[src/rtl/mem_access_stage.sv]
// MEM stage of the pipelined OTTER core: RV32I loads/stores over a REQ/ACK data bus
// with an abort timeout, load-data formatting and the MEM/WB pipeline register.
module mem_access_stage #(
    parameter int unsigned TIMEOUT_CYCLES = 255
) (
    input  logic        CLK,
    input  logic        RST,
    input  logic [1:0]  SIZE_MEM,
    input  logic        SIGN_MEM,
    input  logic        MEM_READ_2_MEM,
    input  logic        MEM_WRITE_MEM,
    input  logic        REG_WRITE_MEM,
    input  logic        RF_WR_SEL_MEM,
    input  logic [31:0] ALU_RESULT_MEM,
    input  logic [31:0] RS2_MEM,
    input  logic [4:0]  RD_MEM,
    input  logic [31:0] PC_N_MEM,
    output logic        DBUS_REQ,
    output logic        DBUS_WE,
    output logic [31:0] DBUS_ADDR,
    output logic [3:0]  DBUS_BE,
    output logic [31:0] DBUS_WDATA,
    input  logic        DBUS_ACK,
    input  logic [31:0] DBUS_RDATA,
    output logic        STALL,
    output logic        REG_WRITE_WB,
    output logic        RF_WR_SEL_WB,
    output logic [4:0]  RD_WB,
    output logic [31:0] ALU_RESULT_WB,
    output logic [31:0] LOAD_DATA_WB,
    output logic [31:0] PC_N_WB,
    output logic        MISALIGN_ERR,
    output logic        BUS_ERR
);

    typedef enum logic [0:0] { S_IDLE = 1'b0, S_BUSY = 1'b1 } state_t;

    // Counter value seen in the last BUSY cycle before the access is abandoned.
    localparam logic [9:0] TO_LAST = 10'(TIMEOUT_CYCLES - 32'd1);

    function automatic logic [3:0] store_be(input logic [1:0] size, input logic [1:0] off);
        logic [3:0] be;
        case (size)
            2'b00:   be = 4'b0001 << off;
            2'b01:   be = off[1] ? 4'b1100 : 4'b0011;
            2'b10:   be = 4'b1111;
            default: be = 4'b0000;
        endcase
        return be;
    endfunction

    function automatic logic [31:0] store_wdata(input logic [1:0] size, input logic [31:0] rs2);
        logic [31:0] wd;
        case (size)
            2'b00:   wd = {4{rs2[7:0]}};
            2'b01:   wd = {2{rs2[15:0]}};
            default: wd = rs2;
        endcase
        return wd;
    endfunction

    function automatic logic [31:0] load_fmt(input logic [1:0] size, input logic zext,
                                             input logic [1:0] off, input logic [31:0] rdata);
        logic [7:0]  b;
        logic [15:0] h;
        logic [31:0] r;
        case (off)
            2'b00:   b = rdata[7:0];
            2'b01:   b = rdata[15:8];
            2'b10:   b = rdata[23:16];
            default: b = rdata[31:24];
        endcase
        h = off[1] ? rdata[31:16] : rdata[15:0];
        case (size)
            2'b00:   r = zext ? {24'h000000, b} : {{24{b[7]}}, b};
            2'b01:   r = zext ? {16'h0000, h} : {{16{h[15]}}, h};
            default: r = rdata;
        endcase
        return r;
    endfunction

    logic        idle_s, acc_s, mis_s, ack_s, timeout_s, start_s, stall_s;
    state_t      state_q, state_d;
    logic [9:0]  cnt_q, cnt_d;
    logic        req_q, req_d, we_q, we_d;
    logic [31:0] addr_q, addr_d, wdata_q, wdata_d;
    logic [3:0]  be_q, be_d;
    logic [1:0]  off_q, off_d, size_q, size_d;
    logic        zext_q, zext_d;
    logic        rw_wb_q, rw_wb_d, sel_wb_q, sel_wb_d;
    logic [4:0]  rd_wb_q, rd_wb_d;
    logic [31:0] alu_wb_q, alu_wb_d, ld_wb_q, ld_wb_d, pcn_wb_q, pcn_wb_d;
    logic        mis_err_q, mis_err_d, bus_err_q, bus_err_d;

    // Next-state, bus and MEM/WB register computation.
    always_comb begin
        idle_s    = (state_q == S_IDLE);
        acc_s     = MEM_READ_2_MEM | MEM_WRITE_MEM;
        mis_s     = acc_s & ((SIZE_MEM == 2'b11)
                           | ((SIZE_MEM == 2'b01) & ALU_RESULT_MEM[0])
                           | ((SIZE_MEM == 2'b10) & (ALU_RESULT_MEM[1:0] != 2'b00)));
        ack_s     = ~idle_s & DBUS_ACK;
        timeout_s = ~idle_s & ~DBUS_ACK & (cnt_q == TO_LAST);
        start_s   = idle_s & acc_s & ~mis_s;
        if (idle_s) begin
            stall_s = start_s;
        end else begin
            stall_s = ~DBUS_ACK & ~timeout_s;
        end

        state_d  = state_q;
        cnt_d    = 10'd0;
        req_d    = req_q;
        we_d     = we_q;
        addr_d   = addr_q;
        be_d     = be_q;
        wdata_d  = wdata_q;
        off_d    = off_q;
        size_d   = size_q;
        zext_d   = zext_q;
        rw_wb_d  = 1'b0;
        sel_wb_d = sel_wb_q;
        rd_wb_d  = rd_wb_q;
        alu_wb_d = alu_wb_q;
        ld_wb_d  = ld_wb_q;
        pcn_wb_d = pcn_wb_q;

        if (start_s) begin
            state_d = S_BUSY;
            req_d   = 1'b1;
            we_d    = MEM_WRITE_MEM;
            addr_d  = {ALU_RESULT_MEM[31:2], 2'b00};
            be_d    = store_be(SIZE_MEM, ALU_RESULT_MEM[1:0]);
            wdata_d = store_wdata(SIZE_MEM, RS2_MEM);
            off_d   = ALU_RESULT_MEM[1:0];
            size_d  = SIZE_MEM;
            zext_d  = SIGN_MEM;
        end else if (ack_s | timeout_s) begin
            state_d = S_IDLE;
            req_d   = 1'b0;
        end else if (!idle_s) begin
            cnt_d = cnt_q + 10'd1;
        end else begin
            cnt_d = 10'd0;
        end

        // A stalled cycle inserts a bubble; aborted or faulting accesses never write the RF.
        if (!stall_s) begin
            rw_wb_d  = REG_WRITE_MEM & ~(idle_s & mis_s) & ~timeout_s;
            sel_wb_d = RF_WR_SEL_MEM;
            rd_wb_d  = RD_MEM;
            alu_wb_d = ALU_RESULT_MEM;
            pcn_wb_d = PC_N_MEM;
        end else begin
            rw_wb_d = 1'b0;
        end

        if (ack_s & ~we_q) begin
            ld_wb_d = load_fmt(size_q, zext_q, off_q, DBUS_RDATA);
        end else begin
            ld_wb_d = ld_wb_q;
        end

        mis_err_d = idle_s & mis_s;
        bus_err_d = timeout_s;
    end

    // State, bus request and MEM/WB registers.
    always_ff @(posedge CLK) begin
        if (RST) begin
            state_q   <= S_IDLE;
            cnt_q     <= 10'd0;
            req_q     <= 1'b0;
            we_q      <= 1'b0;
            addr_q    <= 32'h0000_0000;
            be_q      <= 4'b0000;
            wdata_q   <= 32'h0000_0000;
            off_q     <= 2'b00;
            size_q    <= 2'b00;
            zext_q    <= 1'b0;
            rw_wb_q   <= 1'b0;
            sel_wb_q  <= 1'b0;
            rd_wb_q   <= 5'd0;
            alu_wb_q  <= 32'h0000_0000;
            ld_wb_q   <= 32'h0000_0000;
            pcn_wb_q  <= 32'h0000_0000;
            mis_err_q <= 1'b0;
            bus_err_q <= 1'b0;
        end else begin
            state_q   <= state_d;
            cnt_q     <= cnt_d;
            req_q     <= req_d;
            we_q      <= we_d;
            addr_q    <= addr_d;
            be_q      <= be_d;
            wdata_q   <= wdata_d;
            off_q     <= off_d;
            size_q    <= size_d;
            zext_q    <= zext_d;
            rw_wb_q   <= rw_wb_d;
            sel_wb_q  <= sel_wb_d;
            rd_wb_q   <= rd_wb_d;
            alu_wb_q  <= alu_wb_d;
            ld_wb_q   <= ld_wb_d;
            pcn_wb_q  <= pcn_wb_d;
            mis_err_q <= mis_err_d;
            bus_err_q <= bus_err_d;
        end
    end

    assign STALL         = stall_s;
    assign DBUS_REQ      = req_q;
    assign DBUS_WE       = we_q;
    assign DBUS_ADDR     = addr_q;
    assign DBUS_BE       = be_q;
    assign DBUS_WDATA    = wdata_q;
    assign REG_WRITE_WB  = rw_wb_q;
    assign RF_WR_SEL_WB  = sel_wb_q;
    assign RD_WB         = rd_wb_q;
    assign ALU_RESULT_WB = alu_wb_q;
    assign LOAD_DATA_WB  = ld_wb_q;
    assign PC_N_WB       = pcn_wb_q;
    assign MISALIGN_ERR  = mis_err_q;
    assign BUS_ERR       = bus_err_q;

endmodule

[config.mk]
export PLATFORM = sky130hd
export DESIGN_NAME = mem_access_stage
export DESIGN_NICKNAME = d
export VERILOG_FILES = /design/src/rtl/mem_access_stage.sv
export SDC_FILE = /design/constraint.sdc
export NUM_CORES = 1
export LEC_CHECK = 0
export BUFFER_PORTS_ARGS = -buffer_cell sky130_fd_sc_hd__buf_2
export CAP_MARGIN = 15
export CORE_MARGIN = 2
export CORE_UTILIZATION = 35
export CTS_BUF_LIST = sky130_fd_sc_hd__clkbuf_8 sky130_fd_sc_hd__clkbuf_16
export DETAILED_ROUTE_END_ITERATION = 8
export GPL_ROUTABILITY_DRIVEN = 0
export HOLD_SLACK_MARGIN = 0.1
export PLACE_DENSITY = 0.62
export SLEW_MARGIN = 20
export SYNTH_ARGS = -nofsm -noshare
export SYNTH_HDL_FRONTEND = slang
export SYNTH_SLANG_ARGS = --single-unit
[constraint.sdc]
create_clock -name CLK -period 1.85 [get_ports CLK]
set_input_delay 0.2775 -clock CLK [delete_from_list [all_inputs] [get_ports CLK]]
set_output_delay 0.2775 -clock CLK [all_outputs]
set_load 0.02 [all_outputs]
Word-level counts from Yosys, hierarchy flattened
Index checks and enable logic that the tools add are counted.
- flip-flop bits (word level): 188
- bits of input ports: 143
- word-level logic and storage cells: 67
- multiplexer cells: 11
- reduce and logical (&&, ||, !) cells: 7
- bitwise operators: 23
- add/sub/neg operators: 1
- equal/unequal tests: 7
- shift-type cells: 1
- operators with widths (kind ; number):
    one-hot mux 32 bit (2 select lines) ; 2
    two-way mux 32 bit ; 2
    one-hot mux 8 bit (3 select lines) ; 1
    two-way mux 16 bit ; 1
    AND 1 bit ; 13
    one-hot mux 4 bit (3 select lines) ; 1
    adder 10 x 1 -> 10 bit, second input constant ; 1
    equality test 10 x 8 -> 1 bit, second input constant ; 1
    equality test 2 x 1 -> 1 bit, second input constant ; 3
    equality test 2 bit, second input constant ; 3
    logical NOT 2 bit ; 3
    inverter 1 bit ; 6
    two-way mux 4 bit ; 1
    bitwise OR 1 bit ; 4
    nonzero test 2 bit ; 2
    OR reduction 4 bit ; 1
    << shifter 1 x 2 -> 4 bit, first input constant ; 1
    two-way mux 1 bit ; 3
    OR reduction 2 bit ; 1

Depth between registers and ports, before layout
- word-level depth: 9
- mapped depth: 7

Least setup slack after synthesis
Ideal clock, no wire load.
- path type: input port to output port
- start: input port ALU_RESULT_MEM[0]
- end: output port STALL
- cell stages on the path: 7
- buffers on the path: 3
- arrival: 1.487 ns
- slack: 0.085 ns
- cells stage by stage: buf_4 -> o21a_1 -> o22ai_4 -> a22oi_1 -> buf_2 -> buf_6 -> inv_1
- longest elaborated chain between the ends: 7
- elaborated cells between the ends (all ways): 9
- those cells by class: mux: 1; bitwise: 7; reduce/logical: 1
- ends and longest elaborated chain (item ; line ; source):
    from (decl) ; 14 ; input logic [31:0] ALU_RESULT_MEM,
    AND 1 bit / nonzero test 2 bit (equally long branches) ; 100, 101 ;
    bitwise OR 1 bit / AND 1 bit (equally long branches) ; 100, 101 ;
    bitwise OR 1 bit * ; 101 ; | ((SIZE_MEM == 2'b10) & (ALU_RESULT_MEM[1:0] != 2'b00)));
    AND 1 bit * ; 99 ; mis_s = acc_s & ((SIZE_MEM == 2'b11)
    inverter 1 bit * ; 104 ; start_s = idle_s & acc_s & ~mis_s;
    AND 1 bit * ; 104 ;
    two-way mux 1 bit * ; 105 ; if (idle_s) begin
    to (decl) ; 25 ; output logic STALL,
Mark *: on every way between the ends. The rest lies on a longest branch, timed or not.

Final worst setup path
- start: register cnt_q[0]
- end: output port STALL
- longest elaborated chain between the ends: 5
- ends and longest elaborated chain (item ; line ; source):
    from (decl) ; 84 ; logic [9:0] cnt_q, cnt_d;
    from (signal assigned) ; 191 ; cnt_q <= cnt_d;
    equality test 10 x 8 -> 1 bit ; 103 ; timeout_s = ~idle_s & ~DBUS_ACK & (cnt_q == TO_LAST);
    AND 1 bit ; 103 ;
    inverter 1 bit ; 108 ; stall_s = ~DBUS_ACK & ~timeout_s;
    AND 1 bit ; 108 ;
    two-way mux 1 bit ; 105 ;
Every way passes these cells.

==> flow_summary.yaml <==
clock_network:
  clock-root-buffer: "clkbuf_16"
  cts_num_sinks: 188
  clockBufferDepth: 2
  cts_tree: "done"
  cts.clk_slew.worst_paths_ps: 70
  clock_latency_ps: 430
  htreeDepth: 4
  numCtsBuffers: 17
drt:
  ant_nets: 0
  vias_per_cell: 4.92
  dr.pass1.iters: 4
  drc: 0
  wire_per_inst_um: 16.4
  initialDrtViolationCount: 505
  wirelength_mm: 26.7
  dr_total_vias: 7996
timing:
  hold_viol: 0
  skew_ps: 10.5
  rsz0062_at_grt: "yes"
  period_share_pct: 101
  maxSlewHeadroom_pct: 54.9
  layout_setup_ws_ps: -18.1
  tns_ps: -18.1
  worst_slew_pin_slew_ps: 675
  layout_min_cycle_time_ps: 1870
  setup_viol: 1
  maxSlewViolCount: 0
  fmax_mhz: 535
cells_and_area:
  final_cells: 1626
  seqCellArea_mm2: 0.00377
  fin_util_pct: 49.6
  drive_above_1_share_pct: 32.4
  diodes: 0
  multi_input_area_mm2: 0.00424
  nets: 1439
  synthToLayoutAreaGrowth_pct: 39.0
  fillers: 2243
setup_path:
  worstRegToRegCells: 8
  r2r-end: "RD_WB[0]"
  crit_buf_inv: 4
  critPathSlowestCell: "dfxtp_2"
  rrSetupSlack_ps: 60
  path_class: "reg2out"
  path_delay_family: "buffers and inverters"
  worstPathRequired_ps: 1570
  path_cells: "inv_2, ha_4, nand4_1, a22oi_2, buf_12, inv_4, buf_6"
  cp_max_fo: 2
  r2r-start: "cnt_q[0]"
  crit_arrival_ps: 1590
  cp-end-kind: "output pin"
  crit_path_start_kind: "register"
  cpPeakStageDelay_ps: 330
synth:
  netlist_area_mm2: 0.00837
  yosys-top-cells-count: "dfxtp_1 (188), nand2b_1 (141), mux2i_1 (93), a21oi_1 (83), o21ai_0 (81)"
  synth.top_cell.area_share_pct: 45.0
  synth_cells: 946
  yosys_register_bits: 188
  syn_area_per_cell_um2: 8.85
  yosys.area.top_type: "dfxtp_1"
  synthTopCellsByArea: "dfxtp_1 (45%), mux2i_1 (11%), nand2b_1 (11%)"
  synth_most_common_cell: "dfxtp_1"
  synth-edff-count: 0
  ys.warnings.count: 0
  ys_async_sr_fraction_pct: 0
  synthFlopType: "dfxtp_1"
  yosysSeqAreaShare_pct: 45.0
  yosysUniqueCellTypes: 43
grt:
  grt_pass1_wl_mm: 40.4
  grtUsageTotal_pct: 20.4
  grt_max_degree: 73
  grt_pass1_vias: 7679
  antenna_found_initial: 1
  grt-ovfl-total: 0
status:
  violations: "setup timing"
  outcome: "finished, violations left"
power:
  p_leak_nw: 5.28
  power_per_cell_area_mw_per_mm2: 917
  ir_worst_vdd_v: 0.000473
  fin_total_pwr_mw: 10.7
min_path:
  hold_class: "in2reg"
  whs_endpoint: "zext_q"
  whs_path_depth: 3
  hp-start: "SIGN_MEM"
die:
  start_util_pct: 35.7
  fp.dieArea_mm2: 0.0252
  io_pins: 319
  coreArea_mm2: 0.0235
  rows: 56
  die_x_um: 159
  die_h_um: 159
place:
  portBuffers: 316
  placedCellCount: 1534
  hpwl_mm: 18.2
job:
  drv_cap: 0
## per-stage QoR
step           worst slack [ps]  cell area [um2]  hold slack, ps
2_1_floorplan              85.4             8370             356
3_3_place_gp                181            10400             444
3_5_place_dp                118            10400             450
4_1_cts                   -31.9            11600             101
5_1_grt                   -87.1            11600             113
6_report                  -18.1            11600             115
## how the worst max path moves through the flow
stage	endpoint	startpoint	depth (start not counted)
after floorplan	STALL	ALU_RESULT_MEM[0]	7
after global placement	PC_N_WB[15]	ALU_RESULT_MEM[1]	7
after detailed placement	RD_WB[3]	ALU_RESULT_MEM[1]	7
after CTS	STALL	cnt_q[2]	6
after global routing	STALL	cnt_q[2]	6
final	STALL	cnt_q[0]	7
## placed cells by master, fill, tap and decap left out, types with 3 or more instances in the layout
cell type / count
dfxtp_1: 179
a21oi_1: 83
a211oi_1: 38
nand3_1: 57
inv_6: 3
a22oi_1: 7
nand2b_1: 141
inv_8: 4
xor2_1: 4
nand2_1: 38
a22o_1: 7
nor2_1: 58
xnor2_1: 4
clkbuf_16: 18
buf_6: 4
dfxtp_2: 9
dlygate4sd3_1: 49
inv_1: 4
o2111ai_1: 5
and3_1: 7
nor3_1: 4
buf_2: 314
a311oi_1: 8
o21ai_0: 80
mux2i_1: 93
buf_4: 38
buf_12: 8
## area by class of cell
| type | count | share of cell area [%] |
|---|---|---|
| Multi-Input combinational cell | 666 | 36.4 |
| Sequential cell | 188 | 32.4 |
| Timing Repair Buffer | 414 | 22.2 |
| Clock buffer | 18 | 3.77 |
| Tap cell | 319 | 3.43 |
| Clock inverter | 14 | 1.53 |
| Inverter | 7 | 0.247 |
## per-layer routing
metal | GRT usage (%) | vias to the layer above | wire length (um)
li1 | - | 3978 | -
met1 | 26.5 | 3718 | 12100
met2 | 32.6 | 259 | 12000
met3 | 5.63 | 39 | 2020
met4 | 6.99 | 2 | 563
met5 | 0 | - | 13
## worst register-to-register path, delay by kind of cell (launching register included)
family,cells,cell delay [ps]
buf+inv,4,700
fa+ha+maj,1,130
compound gates,1,220
mux,1,210
flops,1,330
simple gates,1,130
## flip-flops by register name, indices dropped and copies added (netlist names), 2 cells and up
name           cells
ALU_RESULT_WB     32
cnt_q             10
DBUS_ADDR         30
off_q              2
PC_N_WB           32
DBUS_BE            4
size_q             2
RD_WB              5
DBUS_WDATA        32
LOAD_DATA_WB      32
## cells by family (layout without fill, tap and decap cells)
| group | after synthesis | after routing | synth area share [%] |
|---|---|---|---|
| AO/OA/AOI/OAI | 238 | 238 | 17.0 |
| other | 1 | 2 | 0.0448 |
| adder cells (fa/ha/maj) | 2 | 2 | 0.299 |
| AND/OR/NAND/NOR | 320 | 320 | 20.1 |
| XOR/XNOR | 8 | 8 | 0.837 |
| multiplexers | 96 | 96 | 11.7 |
| buffers and inverters | 93 | 453 | 5.10 |
| flip-flops | 188 | 188 | 45.0 |
## power breakdown
| part | switching (mW) | total (mW) | internal, mW |
|---|---|---|---|
| Sequential | 0.155 | 4.51 | 4.36 |
| Clock | 1.78 | 3.87 | 2.10 |
| Combinational | 1.36 | 2.29 | 0.926 |
## timing repair
item	4_1_cts	5_1_grt
endpoints found under the setup margin	1	45
resized for setup	19	3
pin swaps	4	0
cloned	0	1
endpoints found under the hold margin	54	1
setup buffers	10	0
hold buffers	48	1
No activity file was read; power rests on OpenSTA's default activity.
